$ cat src/rtl/fl_hw_responder_mon.sv
// FrameLink sink for accelerated verification: LFSR-driven back-pressure, on-the-fly
// framing checks, frame/byte/length statistics and sticky error flags for software.
module fl_hw_responder_mon #(
    parameter int          DATA_WIDTH        = 64,
    parameter int          DREM_WIDTH        = (DATA_WIDTH > 8) ? $clog2(DATA_WIDTH / 8) : 1,
    parameter int          MAX_FRAME_BYTES   = 16383,
    parameter logic [15:0] LFSR_SEED_DEFAULT = 16'hACE1
) (
    input  logic                  CLK,
    input  logic                  RESET_N,
    input  logic [DATA_WIDTH-1:0] RX_DATA,
    input  logic [DREM_WIDTH-1:0] RX_DREM,
    input  logic                  RX_SOF_N,
    input  logic                  RX_EOF_N,
    input  logic                  RX_SOP_N,
    input  logic                  RX_EOP_N,
    input  logic                  RX_SRC_RDY_N,
    output logic                  RX_DST_RDY_N,
    input  logic                  CFG_ENABLE,
    input  logic [7:0]            CFG_WAIT_THRESH,
    input  logic                  CFG_SEED_LOAD,
    input  logic [15:0]           CFG_SEED,
    input  logic                  ERR_CLR,
    output logic [31:0]           FRAME_CNT,
    output logic [47:0]           BYTE_CNT,
    output logic [15:0]           LAST_FRAME_LEN,
    output logic                  FRAME_DONE,
    output logic [5:0]            ERR,
    output logic [2:0]            ERR_FIRST,
    output logic [1:0]            DBG_STATE
);

    localparam int ACC_W = 17;
    localparam logic [ACC_W-1:0] ACC_SAT = '1;
    localparam logic [ACC_W-1:0] FULL_WORD_BYTES = ACC_W'(DATA_WIDTH / 8);

    // Debug encoding seen on DBG_STATE: 0 = IDLE, 1 = IN_PART, 2 = GAP.
    typedef enum logic [1:0] {
        ST_IDLE    = 2'd0,
        ST_IN_PART = 2'd1,
        ST_GAP     = 2'd2
    } state_t;

    state_t           state;
    logic [15:0]      lfsr;
    logic [ACC_W-1:0] frame_acc;
    logic             ovf_seen;

    logic             xfer, sof, eof, sop, eop;
    logic [ACC_W-1:0] word_bytes, acc_base, acc_next;
    logic [ACC_W:0]   acc_sum;
    logic             acc_over, ovf_prior;
    logic [5:0]       err_raw, err_set, err_base;
    logic [2:0]       first_idx;
    state_t           state_next;
    logic             unused_data;

    // Handshake: a word transfers on a rising CLK edge where RX_SRC_RDY_N and
    // RX_DST_RDY_N are both low; every other cycle leaves the FSM and counters alone.
    assign xfer = ~RX_SRC_RDY_N & ~RX_DST_RDY_N;
    assign sof  = ~RX_SOF_N;
    assign eof  = ~RX_EOF_N;
    assign sop  = ~RX_SOP_N;
    assign eop  = ~RX_EOP_N;

    assign unused_data = ^{RX_DATA, 1'b0};
    assign DBG_STATE   = state;

    always_comb begin
        word_bytes = RX_EOP_N ? FULL_WORD_BYTES
                              : {{(ACC_W-DREM_WIDTH){1'b0}}, RX_DREM} + 17'd1;
        // SOF restarts the frame length, so its own bytes start a fresh count.
        acc_base   = sof ? '0 : frame_acc;
        acc_sum    = {1'b0, acc_base} + {1'b0, word_bytes};
        acc_next   = acc_sum[ACC_W] ? ACC_SAT : acc_sum[ACC_W-1:0];
        acc_over   = acc_next > ACC_W'(MAX_FRAME_BYTES);
        ovf_prior  = sof ? 1'b0 : ovf_seen;

        err_raw    = '0;
        err_raw[0] = (sof & ~sop) | (eof & ~eop);
        err_raw[1] = sof & (state != ST_IDLE);
        err_raw[2] = ~sof & (state == ST_IDLE);
        err_raw[3] = sop & (state == ST_IN_PART);
        err_raw[4] = ~sop & (state == ST_GAP);
        err_raw[5] = acc_over & ~ovf_prior;
        err_set    = xfer ? err_raw : '0;
        err_base   = ERR_CLR ? '0 : ERR;

        first_idx = '0;
        for (int i = 5; i >= 0; i--) begin
            if (err_set[i]) first_idx = 3'(i);
        end

        if (eof)      state_next = ST_IDLE;
        else if (eop) state_next = ST_GAP;
        else          state_next = ST_IN_PART;
    end

    always_ff @(posedge CLK or negedge RESET_N) begin
        if (!RESET_N) begin
            state          <= ST_IDLE;
            lfsr           <= LFSR_SEED_DEFAULT;
            RX_DST_RDY_N   <= 1'b1;
            frame_acc      <= '0;
            ovf_seen       <= 1'b0;
            FRAME_CNT      <= '0;
            BYTE_CNT       <= '0;
            LAST_FRAME_LEN <= '0;
            FRAME_DONE     <= 1'b0;
            ERR            <= '0;
            ERR_FIRST      <= '0;
        end else begin
            RX_DST_RDY_N <= ~(CFG_ENABLE & (lfsr[7:0] >= CFG_WAIT_THRESH));
            if (CFG_SEED_LOAD)
                lfsr <= (CFG_SEED == 16'd0) ? 16'h0001 : CFG_SEED;
            else
                lfsr <= {lfsr[14:0], lfsr[15] ^ lfsr[13] ^ lfsr[12] ^ lfsr[10]};

            FRAME_DONE <= xfer & eof;
            ERR        <= err_base | err_set;
            if ((err_base == 6'd0) && (err_set != 6'd0))
                ERR_FIRST <= first_idx;
            else if (ERR_CLR)
                ERR_FIRST <= 3'd0;

            if (xfer) begin
                state     <= state_next;
                frame_acc <= acc_next;
                ovf_seen  <= ovf_prior | acc_over;
                BYTE_CNT  <= BYTE_CNT + {31'd0, word_bytes};
                if (eof) begin
                    FRAME_CNT      <= FRAME_CNT + 32'd1;
                    LAST_FRAME_LEN <= acc_next[ACC_W-1] ? 16'hFFFF : acc_next[15:0];
                end
            end
        end
    end

endmodule

$ cat config.mk
export PLATFORM = sky130hd
export DESIGN_NAME = fl_hw_responder_mon
export DESIGN_NICKNAME = d
export VERILOG_FILES = /design/src/rtl/fl_hw_responder_mon.sv
export SDC_FILE = /design/constraint.sdc
export NUM_CORES = 1
export LEC_CHECK = 0
export ABC_CLOCK_PERIOD_IN_PS = 7900
export CELL_PAD_IN_SITES_DETAIL_PLACEMENT = 1
export CELL_PAD_IN_SITES_GLOBAL_PLACEMENT = 2
export CORE_ASPECT_RATIO = 0.75
export CORE_MARGIN = 3
export CORE_UTILIZATION = 31
export CTS_CLUSTER_DIAMETER = 40
export DETAILED_ROUTE_END_ITERATION = 8
export PLACE_DENSITY_LB_ADDON = 0.05
export SKIP_LAST_GASP = 1
export SYNTH_ARGS = -nofsm -noshare
export SYNTH_HDL_FRONTEND = slang
export SYNTH_SLANG_ARGS = --single-unit
$ cat constraint.sdc
create_clock -name CLK -period 7.9 [get_ports CLK]
set_input_delay 2.37 -clock CLK [delete_from_list [all_inputs] [get_ports CLK]]
set_output_delay 2.37 -clock CLK [all_outputs]
set_load 0.02 [all_outputs]
* Word-level counts from Yosys, hierarchy flattened
Cells that the tools add are included.
Storage, ports and cells: register bits after elaboration 143, bits of input ports 101, output and inout bits 109, logic and storage cells 69
Operators by class: $add $sub $neg 4, magnitude comparators 2, eq/ne operators 2, mux-type cells 19, bitwise gates (word level) 23, reductions and logical operators 8
Operators by type and width (number):
- $add 48x4->48 | 1
- $mux 16 | 3
- $mux 17 | 2
- $add 32x1->32 const B | 1
- $mux 3 | 8
- $add 17x4->18 | 1
- $gt 17x14->1 const B | 1
- $logic_not 16->1 | 1
- $mux 6 | 2
- $and 1x1->1 | 10
- $ge 8x8->1 | 1
- $not 1->1 | 7
- $logic_not 6->1 | 1
- $or 6x6->6 | 1
- $reduce_bool 6->1 | 1
- $add 3x1->4 const B | 1
- $mux 2 | 2
- $mux 4 | 1
- $reduce_bool 2->1 | 2
- $xor 1x1->1 | 3
- $eq 2x1->1 const B | 1
- $eq 2x2->1 const B | 1
- $logic_not 2->1 | 1
- $or 1x1->1 | 2
- other kinds (3) | 3

* Longest topological paths before layout
depth after elaboration 14, gate-level depth with buffers 15, gate-level depth less buffers 12

* Worst setup path after synthesis
No wires, ideal clock.
path kind input port to flip-flop, from in RX_SOF_N, to reg ERR_FIRST[1], setup time 0.079 ns, data arrival time 5.417 ns, data required time 7.821 ns, slack 2.404 ns, cell stages on the path 15, buffers on the path 3, cells stage by stage buf_6 > clkbuf_1 > clkbuf_1 > and2_1 > ha_1 > inv_1 > fa_1 > a21bo_2 > a21oi_2 > nor4_2 > mux2_2 > and3_4 > a22o_4 > a31oi_4 > mux2i_1
Between the ends: cells in the longest elaborated chain, start to end 9, elaborated cells between the ends (all ways) 20, those cells by class add/sub: 1; order compare: 1; mux: 8; bitwise: 7; reduce/logical: 3
RTL lines:
- start: declaration | line 13 | input logic RX_SOF_N,
- $mux 17 | line 73 | acc_base = sof ? '0 : frame_acc;
- $add 17x4->18 | line 74 | acc_sum = {1'b0, acc_base} + {1'b0, word_bytes};
- $mux 17 | line 75 | acc_next = acc_sum[ACC_W] ? ACC_SAT : acc_sum[ACC_W-1:0];
- $gt 17x14->1 | line 76 | acc_over = acc_next > ACC_W'(MAX_FRAME_BYTES);
- $and 1x1->1 | line 85 | err_raw[5] = acc_over & ~ovf_prior;
- $mux 6 (*) | line 86 | err_set = xfer ? err_raw : '0;
- $reduce_bool 6->1 | line 121 | if ((err_base == 6'd0) && (err_set != 6'd0))
- $logic_and 1x1->1 | line 121
- $mux 3 / $reduce_bool 2->1 (equally long branches)
- end signal: assignment | line 122 | ERR_FIRST <= first_idx;
- end: declaration | line 29 | output logic [2:0] ERR_FIRST,
Every way passes the cells marked *; elsewhere a longest branch is shown, timed or not. A chain may end at the register's enable or synchronous reset.

* Worst setup path after layout
from in RX_DREM[0], to reg ERR_FIRST[1]
Between the ends: cells in the longest elaborated chain, start to end 10, elaborated cells between the ends (all ways) 11, those cells by class add/sub: 2; order compare: 1; mux: 4; bitwise: 1; reduce/logical: 3
RTL lines:
- start: declaration | line 12 | input logic [DREM_WIDTH-1:0] RX_DREM,
- $add 3x1->4 (*) | line 71 | : {{(ACC_W-DREM_WIDTH){1'b0}}, RX_DREM} + 17'd1;
- $mux 4 (*) | line 70 | word_bytes = RX_EOP_N ? FULL_WORD_BYTES
- $add 17x4->18 (*) | line 74
- $mux 17 (*) | line 75
- $gt 17x14->1 (*) | line 76
- $and 1x1->1 (*) | line 85
- $mux 6 (*) | line 86
- $reduce_bool 6->1 (*) | line 121
- $logic_and 1x1->1 (*) | line 121
- $mux 3 / $reduce_bool 2->1 (equally long branches)
Marked as above.

==> results.toml <==
[run_status]
status = "completed"

[power]
leakage_nw = 3.956
vdd_ir_drop_max_mv = 0.1444
power.density_nw_per_um2 = 241.8
power_mw = 2.268

[global_route]
antenna_found_initial = 1
grt_max_degree = 103
gr-usage-all-layers_pct = 16.26
first_global_vias = 5782
grt.overflow.total = 0
grt_pass1_wl_um = 31990

[cts]
numCtsBuffers = 17
cts_hold_buf = 0
cts_resized = 0
cts.sinks = 143
post_cts_buffers = 0
htree_levels = 4
cts_tree = "built"
cts_root_buf = "clkbuf_16"
path_clk_slew_ps = 70
clockBufferDepth = 2
clock_latency_ps = 420

[critical_path]
cp-end-kind = "flip-flop"
path_buf_inv = 2
path_max_fanout = 4
startpoint_type = "input pin"
slowest_stage = "fa_1"
critPathKind = "input pin to flip-flop"
required_ps = 8240
crit_chain = "clkdlybuf4s50_1 > ha_1 > nor2b_1 > inv_1 > fa_1 > a21bo_2 > a21oi_2 > nor4_2 > mux2_2 > and3_4 > a22o_4 > a31oi_4 > mux2i_1"
crit_family = "adder cells"
worstPathArrival_ps = 5840
slowest_delay_ps = 490

[drt]
wirelength_um = 19500
dr.pass1.iters = 6
antenna_left = 0
dr.first_iter.drc_count = 232
wl_per_cell_um = 17.37
drc_errors = 0
viasPerCell = 4.833
vias = 5428

[floorplanning]
rows = 47
initial_utilization_pct = 31.77
die_y_um = 136.5
ios = 210
fp.coreArea_sq_um = 22170
chipWidth_um = 180.1
dieArea_sq_um = 24590

[sta]
finalCritPeriodShare_pct = 69.62
period_needed_ps = 5500
max_freq_mhz = 181.8
rsz0062_at_grt = "false"
tightest_slew_ps = 984.4
setup_ws_ps = 2400
fin_skew_ps = 13.41
setup_viol = 0
tns_ps = 0
relSlewSlack_pct = 34.37
final-max-slew-violation-count = 0
hold_viol = 0

[yosys]
syn_avg_cell_area_sq_um = 10.55
async_flop_share_pct = 100.0
syn-cell-area_sq_um = 7044
yosysSeqAreaShare_pct = 50.96
synth_edf_count = 0
syn_nets = 787
yosysWarningCount = 0
netlist-cell-type-count = 67
ys.flop_type = "dfrtp_1"
ys_ff_latch = 143
syn_inst = 668

[job]
drv_cap = 0

[layout]
area_growth_pct = 33.16
fin_cells = 1123
final_util_pct = 42.31
num-nets-final = 935
n_antenna_cell = 0
drive_gt1_share_pct = 10.37

[placement]
place.gp.congestion = 0.7436
numPortBuffers = 145
place_inst = 1091
post-place-ws_ps = 1952
hpwl_um = 14210

[hold_path]
hold_class = "flip-flop to flip-flop"
==> cell type report <==
class,instances,area (sq um)
inverters,23,86.33
clock inverters,13,128.9
multi-input cells,481,3274
well taps,294,367.9
repair buffers,150,1490
flip-flops and latches,143,3590
fillers,2448,12790
clock buffers,19,442.9
==> cells by family (layout without fill, tap and decap cells) <==
| logic type | count (synthesis) | count (layout) | synth area share [%] |
|---|---|---|---|
| XOR/XNOR | 90 | 90 | 11.30 |
| AND/OR/NAND/NOR | 264 | 264 | 19.54 |
| AO/OA/AOI/OAI | 90 | 90 | 9.183 |
| buffers and inverters | 44 | 205 | 2.629 |
| multiplexers | 19 | 19 | 2.984 |
| flip-flops | 143 | 143 | 50.96 |
| adder cells (fa/ha/maj) | 18 | 18 | 3.410 |
==> flip-flops by register name, indices dropped and copies added (netlist names) <==
signal and count:
ERR 6, FRAME_CNT 32, FRAME_DONE 1, ERR_FIRST 3, ovf_seen 1, lfsr 16, BYTE_CNT 48, DBG_STATE 2
RX_DST_RDY_N 1, frame_acc 17, LAST_FRAME_LEN 16
==> path summary, 6_finish.rpt <==
| check | from | endpoint | slack [ps] | depth (start not counted) |
|---|---|---|---|---|
| min in group asynchronous | RESET_N | lfsr[1] | 2070 | 1 |
| setup reg to reg | frame_acc[0] | ERR_FIRST[1] | 4930 | 12 |
| hold reg to reg | FRAME_CNT[31] | FRAME_CNT[31] | 470 | 1 |
| hold / removal | FRAME_CNT[31] | FRAME_CNT[31] | 470 | 1 |
| setup / recovery | RX_DREM[0] | ERR_FIRST[1] | 2400 | 13 |
| max in group asynchronous | RESET_N | frame_acc[14] | 4650 | 2 |
==> stage by stage <==
stage               hold slack, ps  cell area [sq um]
finish                       467.6               9380
floorplan                    455.6               7044
detailed placement           470.9               8808
CTS                          480.3               9380
global route                 482.1               9380
global placement             460.2               8808
==> Yosys cell counts, drive strengths merged, types with 2 or more instances <==
master	instances	area [sq um]
ha	16	200.2
a211oi	2	15.01
nor2b	3	18.77
o31ai	3	27.52
clkbuf	16	60.06
nor3b	2	26.28
nand4	20	146.4
nand3	45	237.7
and4	11	98.84
o22a	6	52.55
nor4	6	43.79
buf	5	38.78
a31o	2	17.52
a21oi	23	118.9
mux2	16	180.2
dfstp	9	236.5
nor3	12	60.06
inv	23	86.33
xor2	19	166.4
fa	2	40.04
nand4b	2	17.52
nand2b	3	18.77
o211ai	4	30.03
and2	15	93.84
a31oi	10	92.59
nand2	76	287.8
o21ai	21	105.1
nor2	47	178.9
a32o	2	20.02
and3	15	100.1
or3	2	12.51
dfrtp	134	3353
or2	2	12.51
mux2i	3	30.03
xnor2	71	629.4
a21o	6	45.04
and2b	2	15.01
==> power by group <==
part / switching (mW) / internal, mW / leakage (nW)
Sequential: 0.0927 / 0.836 / 1.86
Clock: 0.348 / 0.449 / 0.269
Combinational: 0.288 / 0.255 / 1.83
==> placed cells by master (no fill, tap or decap), types with 3 or more instances in the layout <==
master / Yosys / layout
nand4_1: 18 / 18
nor2b_1: 3 / 3
o211ai_1: 4 / 4
inv_6: 0 / 5
nor3_1: 12 / 11
a21oi_1: 22 / 22
xnor2_1: 70 / 70
dfstp_2: 9 / 9
buf_4: 1 / 5
clkinvlp_4: 0 / 4
and3_1: 13 / 13
o21ai_0: 19 / 19
nor4_1: 5 / 5
and2_1: 15 / 15
a21o_1: 6 / 6
o22a_1: 6 / 6
nand2_1: 75 / 75
inv_1: 23 / 23
nor2_1: 46 / 46
dfrtp_1: 134 / 134
nand2b_1: 3 / 3
mux2i_1: 3 / 3
xor2_1: 19 / 19
mux2_2: 16 / 16
a31oi_1: 8 / 8
clkdlybuf4s50_1: 0 / 144
and4_1: 10 / 10
nand3_1: 44 / 44
ha_1: 16 / 16
clkbuf_16: 0 / 17
==> routing by layer <==
layer	vias to the layer above	part of all wire (%)	track usage (%)
met4	2	0.81	4.218
met5	-	0.067	0
met2	106	42	23.75
met1	2676	52	23.70
li1	2630	-	-
met3	14	5.6	4.676
Note: power is estimated with default switching activity, not from simulation.
